==> src/rtl/clock_display_scan_if.sv <==
// Time-of-day bus from the clock counter to the display scanner:
// binary sec/min/hour plus the display enable and scan-rate setting.
interface clock_display_scan_if #(
  parameter int P_DIV_BIT  = 20,
  parameter int P_SEC_BIT  = 6,
  parameter int P_MIN_BIT  = 6,
  parameter int P_HOUR_BIT = 5
);
  logic                  en;
  logic [P_DIV_BIT-1:0]  i_scan_div;
  logic [P_SEC_BIT-1:0]  sec;
  logic [P_MIN_BIT-1:0]  min;
  logic [P_HOUR_BIT-1:0] hour;

  modport master (
    output en,
    output i_scan_div,
    output sec,
    output min,
    output hour
  );

  modport slave (
    input en,
    input i_scan_div,
    input sec,
    input min,
    input hour
  );
endinterface

==> src/rtl/clock_display_scan.sv <==
// Six-digit multiplexed hh.mm.ss display driver: snapshots the time once per
// frame, converts to BCD and scans a common-anode 7-segment display.
module clock_display_scan #(
  parameter int P_DIV_BIT  = 20,
  parameter int P_SEC_BIT  = 6,
  parameter int P_MIN_BIT  = 6,
  parameter int P_HOUR_BIT = 5
) (
  input  logic                  clk,
  input  logic                  reset,
  clock_display_scan_if.slave   bus,
  output logic [6:0]            seg,
  output logic [5:0]            an,
  output logic                  dp
);

  localparam logic [6:0] C_SEG_BLANK = 7'h7F;
  localparam logic [5:0] C_AN_OFF    = 6'h3F;
  localparam logic [2:0] C_IDX_LAST  = 3'd5;

  logic [P_DIV_BIT-1:0]  prescale_r;
  logic [P_DIV_BIT-1:0]  last_count_s;
  logic                  tick_s;
  logic [2:0]            idx_r;
  logic                  frame_end_s;

  logic [P_SEC_BIT-1:0]  shadow_sec_r;
  logic [P_MIN_BIT-1:0]  shadow_min_r;
  logic [P_HOUR_BIT-1:0] shadow_hour_r;

  logic [7:0]            sec_bcd_s;
  logic [7:0]            min_bcd_s;
  logic [7:0]            hour_bcd_s;
  logic [3:0]            digit_s;
  logic                  blank_s;
  logic [5:0]            an_s;
  logic                  dp_s;

  // Binary (0..159) to two BCD digits {tens, ones}.
  function automatic logic [7:0] to_bcd(input logic [7:0] v);
    logic [7:0] q;
    logic [7:0] r;
    q = v / 8'd10;
    r = v % 8'd10;
    return {q[3:0], r[3:0]};
  endfunction

  // Active-low segment pattern {g,f,e,d,c,b,a} for one BCD digit.
  function automatic logic [6:0] seg_decode(input logic [3:0] d);
    logic [6:0] s;
    case (d)
      4'd0:    s = 7'h40;
      4'd1:    s = 7'h79;
      4'd2:    s = 7'h24;
      4'd3:    s = 7'h30;
      4'd4:    s = 7'h19;
      4'd5:    s = 7'h12;
      4'd6:    s = 7'h02;
      4'd7:    s = 7'h78;
      4'd8:    s = 7'h00;
      4'd9:    s = 7'h10;
      default: s = C_SEG_BLANK;
    endcase
    return s;
  endfunction

  // Slot length decode; >= comparison makes a shrinking divider wrap at once.
  always_comb begin
    last_count_s = '0;
    if (bus.i_scan_div < P_DIV_BIT'(2)) begin
      last_count_s = '0;
    end else begin
      last_count_s = bus.i_scan_div - P_DIV_BIT'(1);
    end
    tick_s      = (prescale_r >= last_count_s);
    frame_end_s = tick_s && (idx_r == C_IDX_LAST);
  end

  // Prescaler and digit index.
  always_ff @(posedge clk) begin
    if (!reset) begin
      prescale_r <= '0;
      idx_r      <= 3'd0;
    end else if (!bus.en) begin
      prescale_r <= '0;
      idx_r      <= 3'd0;
    end else if (tick_s) begin
      prescale_r <= '0;
      idx_r      <= (idx_r == C_IDX_LAST) ? 3'd0 : idx_r + 3'd1;
    end else begin
      prescale_r <= prescale_r + P_DIV_BIT'(1);
      idx_r      <= idx_r;
    end
  end

  // Shadow snapshot: tracks inputs while blanked, otherwise only at frame end.
  always_ff @(posedge clk) begin
    if (!reset) begin
      shadow_sec_r  <= '0;
      shadow_min_r  <= '0;
      shadow_hour_r <= '0;
    end else if (!bus.en || frame_end_s) begin
      shadow_sec_r  <= bus.sec;
      shadow_min_r  <= bus.min;
      shadow_hour_r <= bus.hour;
    end else begin
      shadow_sec_r  <= shadow_sec_r;
      shadow_min_r  <= shadow_min_r;
      shadow_hour_r <= shadow_hour_r;
    end
  end

  // BCD conversion of the snapshot and selection of the current digit.
  always_comb begin
    sec_bcd_s  = to_bcd(8'(shadow_sec_r));
    min_bcd_s  = to_bcd(8'(shadow_min_r));
    hour_bcd_s = to_bcd(8'(shadow_hour_r));
    digit_s    = 4'd0;
    blank_s    = 1'b0;
    case (idx_r)
      3'd0:    digit_s = sec_bcd_s[3:0];
      3'd1:    digit_s = sec_bcd_s[7:4];
      3'd2:    digit_s = min_bcd_s[3:0];
      3'd3:    digit_s = min_bcd_s[7:4];
      3'd4:    digit_s = hour_bcd_s[3:0];
      3'd5: begin
        digit_s = hour_bcd_s[7:4];
        blank_s = (hour_bcd_s[7:4] == 4'd0);
      end
      default: begin
        digit_s = 4'd0;
        blank_s = 1'b1;
      end
    endcase
    an_s = ~(6'b000001 << idx_r);
    dp_s = ~((idx_r == 3'd2) || (idx_r == 3'd4));
  end

  // Registered display pins, blank in reset or while disabled.
  always_ff @(posedge clk) begin
    if (!reset) begin
      seg <= C_SEG_BLANK;
      an  <= C_AN_OFF;
      dp  <= 1'b1;
    end else if (!bus.en) begin
      seg <= C_SEG_BLANK;
      an  <= C_AN_OFF;
      dp  <= 1'b1;
    end else begin
      seg <= blank_s ? C_SEG_BLANK : seg_decode(digit_s);
      an  <= an_s;
      dp  <= dp_s;
    end
  end

endmodule

==> src/flat_wrapper.sv <==
// flat-port wrapper written by rule: the top's interface ports become plain ports
module clock_display_scan_flat 
#(
  parameter int P_DIV_BIT  = 20,
  parameter int P_SEC_BIT  = 6,
  parameter int P_MIN_BIT  = 6,
  parameter int P_HOUR_BIT = 5
)
  (clk, reset, seg, an, dp, bus_en, bus_i_scan_div, bus_sec, bus_min, bus_hour);
  clock_display_scan_if #(.P_DIV_BIT(P_DIV_BIT), .P_SEC_BIT(P_SEC_BIT), .P_MIN_BIT(P_MIN_BIT), .P_HOUR_BIT(P_HOUR_BIT)) bus_i ();
  input  logic clk;
  input  logic reset;
  output logic [6:0] seg;
  output logic [5:0] an;
  output logic dp;
  input wire logic [$bits(bus_i.en)-1:0] bus_en;
  input wire logic [$bits(bus_i.i_scan_div)-1:0] bus_i_scan_div;
  input wire logic [$bits(bus_i.sec)-1:0] bus_sec;
  input wire logic [$bits(bus_i.min)-1:0] bus_min;
  input wire logic [$bits(bus_i.hour)-1:0] bus_hour;
  assign bus_i.en = bus_en;
  assign bus_i.i_scan_div = bus_i_scan_div;
  assign bus_i.sec = bus_sec;
  assign bus_i.min = bus_min;
  assign bus_i.hour = bus_hour;
  clock_display_scan #(.P_DIV_BIT(P_DIV_BIT), .P_SEC_BIT(P_SEC_BIT), .P_MIN_BIT(P_MIN_BIT), .P_HOUR_BIT(P_HOUR_BIT)) u_core (.clk(clk), .reset(reset), .bus(bus_i), .seg(seg), .an(an), .dp(dp));
endmodule
==> config.mk <==
export PLATFORM = sky130hd
export DESIGN_NAME = clock_display_scan_flat
export DESIGN_NICKNAME = d
export VERILOG_FILES = /design/src/rtl/clock_display_scan_if.sv /design/src/rtl/clock_display_scan.sv /design/src/flat_wrapper.sv
export SDC_FILE = /design/constraint.sdc
export NUM_CORES = 1
export LEC_CHECK = 0
export CORE_UTILIZATION = 37
export CTS_CLUSTER_SIZE = 10
export DETAILED_ROUTE_END_ITERATION = 7
export GPL_ROUTABILITY_DRIVEN = 0
export PLACE_DENSITY = 0.64
export SLEW_MARGIN = 40
export SYNTH_ARGS = -nofsm -noshare
export SYNTH_HDL_FRONTEND = slang
export SYNTH_SLANG_ARGS = --single-unit
==> constraint.sdc <==
create_clock -name clk -period 4.65 [get_ports clk]
set_input_delay 0.93 -clock clk [delete_from_list [all_inputs] [get_ports clk]]
set_output_delay 0.93 -clock clk [all_outputs]
set_load 0.02 [all_outputs]
==> metrics.md, run 1 <==
| Metric | Value |
|---|---|
| Core area | `0.01032 mm²` |
| Num CTS Buffers | `5` |
| Number of distinct library cells after synthesis | `74` |
| Crit path max-delay cell type | `or4_1` |
| Fin crit period | `4.302 ns` |
| Grt ovf | `0` |
| Setup Viol. Count Final | `0` |
| Synth area leader | `dfxtp_1` |
| Main flop type after synthesis | `dfxtp_1` |
| Layout cell share with drive strength beyond 1 | `9.057%` |
| Share of flip-flops with an asynchronous set or reset | `0%` |
| Die Height | `105.3 µm` |
| Initial DRC count | `132` |
| Initial Utilization | `38.26%` |
| MaxCap Viol Count | `0` |
| Area delta synth->final | `21.13%` |
| # rows | `37` |
| Startpoint types | `input pin` |
| Routed wire length | `8.646 mm` |
| Cell count after synthesis | `469` |
| First-pass GRT wire length | `14.71 mm` |
| Clk sinks | `54` |
| Synth top area cells | `dfxtp_1, ha_1, mux2i_1, xor2_1, nand2_1` |
| Hold slack | `0.4993 ns` |
| Top-level port count | `54` |
| Pre-antenna DRT Iters | `6` |
| Final Max Tran Viols | `0` |
| I/O Buffers | `53` |
| Post-synth top cells | `dfxtp_1, nand2_1, nor2_1` |
| H-Tree Depth | `2` |
| Routed Antenna Nets | `0` |
| Power Total | `0.9881 mW` |
| Die W | `105.3 µm` |
| WP data required | `4.86 ns` |
| Most frequent cell after synthesis | `dfxtp_1` |
| Nets | `599` |
| Cell breakdown of the critical path | `clkdlybuf4s50_1 -> or4_1 -> nor4_1 -> buf_4 -> nand4_1 -> and2_1 -> ha_1 -> nand2b_1 -> a21o_1 -> a21o_1 -> a21o_1 -> a21o_1 -> a21oi_2 -> o41a_1 -> buf_12 -> mux2i_1 -> nor2b_1` |
| Status | `complete, no violations` |
| Clk Latency, worst-skew pair | `0.31 ns` |
| Inserted Diodes | `0` |
| Type of the tightest min-delay check | `register to register` |
| Routed wire per std cell | `12.98 µm` |
| Initial antenna violation count | `0` |
| Synthesized flop and latch total | `54` |
| DRC | `0` |
| Setup Skew | `0.008138 ns` |
| Largest vdd supply drop | `0.1073 mV` |
| Pwr per Cell Area | `206.5 mW/mm²` |
| Synthesized area | `0.003950 mm²` |
| Leak | `2.003 nW` |
| CTS Buffer Depth | `2` |
| GR Util All Layers | `16.04%` |
| Critical Path AT | `4.51 ns` |
| Largest net degree at the start of global routing | `21` |
| Syn_area_per_cell | `8.422 µm²` |
| Top achievable clock speed | `232.4 MHz` |
| Slew HR | `51.42%` |
| Vias in the first global route | `3,333` |
| Clk root buf | `clkbuf_8` |
| Post-CTS Hold Buffers | `0` |
| Register area share after synthesis | `27.37%` |
| Critical Path Sink Type | `register` |
| Worst-path clk slew | `0.09 ns` |
| Unrepaired setup endpoints after global routing | `false` |
| Period Utilization, post-route | `92.52%` |
| Post-Syn Nets | `539` |
| Yosys top cell area share | `27.37%` |
| Number of synthesized flops with an enable pin | `0` |
| Least-Margin Pin Slew | `0.7277 ns` |
| Filler cells | `1,019` |
| Largest stage delay, worst path | `0.53 ns` |
| Worst-path maximum fanout | `17` |
| CTS tree | `yes` |
| CP Class | `input pin to register` |
| Die area | `0.01109 mm²` |
| Vias | `3,462` |
| Final Hold Fails | `0` |
| CP dominant cell by count | `a21o_1` |
| Vias/cell | `5.198` |
| Ys Warns | `0` |
| HPWL after DPL | `6.896 mm` |
routing by layer:
layer | up-vias | global-route usage (%) | share of wire (%)
met1 | 1583 | 18.34 | 45
met5 | - | 0 | 0
li1 | 1798 | - | -
met3 | 13 | 1.670 | 2.5
met2 | 68 | 30.45 | 51
met4 | 0 | 5.835 | 2.1
per-stage QoR:
| step | TNS [ns] | cells | worst slack (ns) | cell area, µm² | util [%] |
|---|---|---|---|---|---|
| after floorplan | 0 | 469 | 0.02570 | 3950 | - |
| after global placement | -1.314 | 658 | -0.07934 | 4690 | 45.42 |
| after detailed placement | -1.828 | 658 | -0.1271 | 4690 | 45.42 |
| after CTS | 0 | 666 | 0.1962 | 4781 | 46.31 |
| after global routing | 0 | 666 | 0.03298 | 4785 | 46.35 |
| final | 0 | 666 | 0.3478 | 4785 | 46.35 |
cells in the final DEF (no fill, tap or decap), drive strengths merged, types with 4 or more instances in the layout:
master / synthesis / routed
dfxtp: 54 / 54
clkdlybuf4s50: 0 / 53
nand2: 53 / 53
nor2: 45 / 45
ha: 30 / 30
xor2: 25 / 25
mux2i: 23 / 23
o21ai: 22 / 22
nor2b: 21 / 21
a21oi: 19 / 19
buf: 11 / 18
nand3: 17 / 17
inv: 17 / 17
a21o: 13 / 13
xnor2: 11 / 11
nor3: 10 / 10
nand4: 7 / 7
a31oi: 7 / 7
clkbuf: 7 / 7
nor4: 6 / 6
and3: 6 / 6
o32a: 5 / 5
and2: 5 / 5
mux2: 4 / 4
final timing paths:
check | start | end | slack [ns] | depth (start not counted)
hold / removal | u_core.prescale_r[0]$_SDFF_PP0_ | u_core.prescale_r[0]$_SDFF_PP0_ | 0.50 | 1
hold reg to reg | u_core.prescale_r[0]$_SDFF_PP0_ | u_core.prescale_r[0]$_SDFF_PP0_ | 0.50 | 1
setup reg to reg | u_core.idx_r[1]$_SDFFE_PN0P_ | u_core.seg[0]$_SDFF_PP1_ | 0.51 | 14
setup / recovery | bus_i_scan_div[7] | u_core.shadow_hour_r[0]$_SDFFE_PN0P_ | 0.35 | 17
area by class of cell:
| type | count | area (µm²) | area share, % |
|---|---|---|---|
| tap | 136 | 170.2 | 3.556 |
| clock inverter | 1 | 5.005 | 0.1046 |
| inverter | 17 | 66.31 | 1.386 |
| timing repair buffer | 71 | 690.7 | 14.44 |
| sequential | 54 | 1081 | 22.59 |
| multi-input combinational | 380 | 2685 | 56.12 |
| clock buffer | 7 | 86.33 | 1.804 |
logic make-up (layout without fill, tap and decap cells):
| group | Yosys count | after routing | synth area share (%) |
|---|---|---|---|
| XOR/XNOR | 36 | 36 | 7.982 |
| adder cells (fa/ha/maj) | 31 | 31 | 9.756 |
| multiplexers | 27 | 27 | 6.969 |
| AO/OA/AOI/OAI | 98 | 98 | 19.23 |
| AND/OR/NAND/NOR | 188 | 188 | 23.95 |
| flip-flops | 54 | 54 | 27.37 |
| buffers and inverters | 35 | 96 | 4.751 |
sequential cells by signal, summed over array words and instances (netlist names):
| name | count |
|---|---|
| u_core.prescale_r | 20 |
| u_core.seg | 7 |
| u_core.an | 6 |
| u_core.shadow_min_r | 6 |
| u_core.shadow_sec_r | 6 |
| u_core.shadow_hour_r | 5 |
| u_core.idx_r | 3 |
| u_core.dp | 1 |
critical path: cells and delay by family:
family | cells | cell delay (ns)
simple gates | 6 | 1.22
compound gates | 6 | 1.10
buf+inv | 3 | 0.77
fa+ha+maj | 1 | 0.26
mux | 1 | 0.21
report_power, final:
group / total (mW) / switching (mW) / internal, mW
logic: 0.233 / 0.115 / 0.118
registers: 0.491 / 0.0122 / 0.479
clock network: 0.264 / 0.144 / 0.120
total: 0.988 / 0.271 / 0.717
timing repair:
action | in CTS | in global routing
resized for setup | 0 | 1
setup buffers | 0 | 0
setup endpoints to repair | 0 | 6
Power figures use the tool's default switching activity.
==> inputs of run 2 (changes only) <==
--- a/config.mk
+++ b/config.mk
@@ -6,4 +6,5 @@
 export NUM_CORES = 1
 export LEC_CHECK = 0
+export ABC_AREA = 1
 export CORE_UTILIZATION = 37
 export CTS_CLUSTER_SIZE = 10
==> constraint.sdc (replaced) <==
create_clock -name clk -period 4.65 [get_ports clk]
set_input_delay 1.1625 -clock clk [delete_from_list [all_inputs] [get_ports clk]]
set_output_delay 1.1625 -clock clk [all_outputs]
set_load 0.02 [all_outputs]
==> run 2 against run 1 <==
Effect of this change:
- synthesized area shrank 6.0%
- register-to-register slack better by 0.62 ns
- setup slack better by 0.085 ns
- critical endpoint is now u_core.shadow_hour_r[1]$_SDFFE_PN0P_
- largest power group unchanged
==> metrics.md, run 2 <==
| Metric | Value |
|---|---|
| Status | `complete, no violations` |
| Worst-path maximum fanout | `27 (+10)` |
| Core area | `0.009729 mm² (-5.8%)` |
| Layout cell share with drive strength beyond 1 | `9.625% (+0.57 points)` |
| Vias/cell | `4.827 (-7.1%)` |
| Largest vdd supply drop | `0.1232 mV (+15%)` |
| Most frequent cells in the layout | `nand2_1, inv_1, nor2_1, dfxtp_1, clkdlybuf4s50_1` |
| Ys Warns | `0 (unchanged)` |
| Final Hold Fails | `0 (unchanged)` |
| Area of the multi-input gates | `0.002333 mm² (-13%)` |
| Hold slack | `0.4751 ns (-0.02429 ns)` |
| Filler cells | `1,038 (+1.9%)` |
| Period Utilization, post-route | `90.70% (-1.8 points)` |
| Number of synthesized flops with an enable pin | `0 (unchanged)` |
| Synthesized flop and latch total | `54 (unchanged)` |
| H-Tree Depth | `2 (unchanged)` |
| Syn_area_per_cell | `6.727 µm² (-20%)` |
| Hold_sp | `u_core.prescale_r[0]$_SDFF_PP0_` |
| Yosys top cell area share | `29.11% (+1.7 points)` |
| Placed cells | `738 (+12%)` |
| WP data required | `4.89 ns (+0.03 ns)` |
| I/O Buffers | `53 (unchanged)` |
| Vias | `3,601 (+4.0%)` |
| Routed wire per std cell | `10.79 µm (-17%)` |
| Setup Viol. Count Final | `0 (unchanged)` |
| Final Max Tran Viols | `0 (unchanged)` |
| Share of flip-flops with an asynchronous set or reset | `0% (unchanged)` |
| CP Class | `input pin to register` |
| Grt ovf | `0 (unchanged)` |
| Slew HR | `58.37% (+7.0 points)` |
| Die area | `0.01044 mm² (-5.9%)` |
| Routed wire length | `8.050 mm (-6.9%)` |
| Worst slack at placement | `-0.06212 ns (+0.06500 ns)` |
| Pre-antenna DRT Iters | `4 (-2)` |
| Critical Path AT | `4.46 ns (-0.05 ns)` |
| Synthesized area | `0.003714 mm² (-6.0%)` |
| HPWL after DPL | `6.684 mm (-3.1%)` |
| Clk Latency, worst-skew pair | `0.30 ns (about the same)` |
| Grt met2 use | `31.91% (+1.5 points)` |
| Power Total | `1.029 mW (+4.1%)` |
| Most frequent cell after synthesis | `nand2_1` |
| Die W | `102.2 µm (-3.0%)` |
| Inserted Diodes | `0 (unchanged)` |
| Synth area leader | `dfxtp_1` |
| Number of distinct library cells after synthesis | `45 (-39%)` |
| # Post-CTS Setup Buffers | `0 (unchanged)` |
| Largest net degree at the start of global routing | `28 (+33%)` |
| Initial Utilization | `38.17% (-0.093 points)` |
| Busiest grt layer | `met2` |
| Initial antenna violation count | `0 (unchanged)` |
| Register area share after synthesis | `29.11% (+1.7 points)` |
| First-pass GRT wire length | `14.02 mm (-4.7%)` |
| GR Util All Layers | `16.65% (+0.61 points)` |
| Fin crit period | `4.217 ns (-0.08469 ns)` |
| R2R setup slack | `1.13 ns (+0.62 ns)` |
| Post-synth top cells | `nand2_1, nor2_1, inv_1` |
| FF+latch area | `0.001081 mm² (unchanged)` |
| Max reg flops | `20 (unchanged)` |
| Largest regs | `u_core.prescale_r (20), u_core.seg (7)` |
| CP Launch Point | `bus_i_scan_div[4]` |
| Cell Count, Final, Fillers Out | `746 (+12%)` |
| DRC | `0 (unchanged)` |
| Cell count after synthesis | `552 (+18%)` |
| Clk root buf | `clkbuf_8` |
| CTS Buffer Depth | `2 (unchanged)` |
| Fin worst setup slack | `0.4325 ns (+0.08469 ns)` |
| Pwr per Cell Area | `224.8 mW/mm² (+8.9%)` |
| Post-Syn Nets | `622 (+15%)` |
| Setup Skew | `0.008402 ns (+0.0002642 ns)` |
| Commonest non-fill, non-tap cell in the layout | `nand2_1` |
| Dpl cell area | `0.004444 mm² (-5.2%)` |
| Clk sinks | `54 (unchanged)` |
| Type of the tightest min-delay check | `register to register` |
| Main flop type after synthesis | `dfxtp_1` |
| Leak | `2.020 nW (+0.85%)` |
| Synth top area cells | `dfxtp_1, nand2_1, ha_1, nor2_1, inv_1` |
| Num CTS Buffers | `5 (unchanged)` |
| Grt met1 use | `18.90% (+0.55 points)` |
| Initial DRC count | `84 (-36%)` |
| Least-Margin Pin Slew | `0.6197 ns (-0.1081 ns)` |
| Reg with most FFs | `u_core.prescale_r` |
| Worst flop-to-flop path startpoint | `u_core.idx_r[1]$_SDFFE_PN0P_` |
| Nets | `682 (+14%)` |
| CTS tree | `yes` |
| Routed Antenna Nets | `0 (unchanged)` |
| Worst-path clk slew | `0.10 ns (about the same)` |
| Critical Path Sink Type | `register` |
| Vias in the first global route | `3,335 (+0.060%)` |
| MaxCap Viol Count | `0 (unchanged)` |
| Die Height | `102.2 µm (-3.0%)` |
| GR Util met3 | `2.668% (+1.0 points)` |
| Area delta synth->final | `23.21%` |
| Top achievable clock speed | `237.1 MHz (+2.0%)` |
| Final instance area | `0.004576 mm² (-4.4%)` |
| Startpoint types | `input pin` |
| Top-level port count | `54 (unchanged)` |
| # rows | `36 (-2.7%)` |
-- run 2: through the flow --
step,TNS [ns],util [%]
2_1_floorplan,0,-
3_3_place_gp,0,45.68
3_5_place_dp,-0.2258,45.68
4_1_cts,0,46.66
5_1_grt,-0.01611,47.03
6_report,0,47.03
-- run 2: cell type report --
class	count	area share [%]
flip-flops and latches	54	23.63
clock buffers	6	1.805
multi-input cells	412	51.00
inverters	77	6.317
clock inverters	2	0.2734
well taps	133	3.637
repair buffers	62	13.34
-- run 2: per-layer routing --
metal,up-vias,routed length [µm]
li1,1917,-
met1,1617,3609
met2,62,4021
met3,5,335
met4,0,84
met5,-,0
-- run 2: kinds of logic after synthesis --
group	synth area share (%)
AND/OR/NAND/NOR	36.05
AO/OA/AOI/OAI	12.40
flip-flops	29.11
XOR/XNOR	3.302
buffers and inverters	9.029
adder cells (fa/ha/maj)	10.11
-- run 2: report_power, final --
group          switching [mW]  internal (mW)  total [mW]
Sequential            0.00912          0.483       0.492
Clock                   0.150          0.120       0.270
Combinational           0.149          0.118       0.267
Total                   0.309          0.720        1.03
-- run 2: worst paths after layout --
path / to / cells after the start
worst max-delay path: u_core.shadow_hour_r[1]$_SDFFE_PN0P_ / 25
worst min-delay path: u_core.prescale_r[0]$_SDFF_PP0_ / 1
worst max register to register: u_core.seg[3]$_SDFF_PP1_ / 21
worst min register to register: u_core.prescale_r[0]$_SDFF_PP0_ / 1
-- run 2: worst max-delay path: stages --
cell and delay [ns]:
clkdlybuf4s50_1 0.46, nor2_1 0.14, nand3_1 0.10, nor2_1 0.18, nand2_1 0.07, inv_1 0.09, nand2_1 0.05, inv_1 0.07
nand2_1 0.06, nor2_1 0.15, nand2_1 0.12, nor2_1 0.13, xor2_1 0.16, nand2_1 0.08, ha_1 0.29, nand2_1 0.07
a21oi_1 0.07, a211oi_2 0.25, nand2_2 0.13, nand2_1 0.08, nand2_1 0.07, clkinv_1 0.08, buf_12 0.15, o21ai_0 0.09
a21oi_1 0.13
-- run 2: timing repair --
item                                    in CTS  in global routing
hold buffers                                 0                  0
endpoints found under the setup margin       0                 21
gates resized for setup                      0                  8
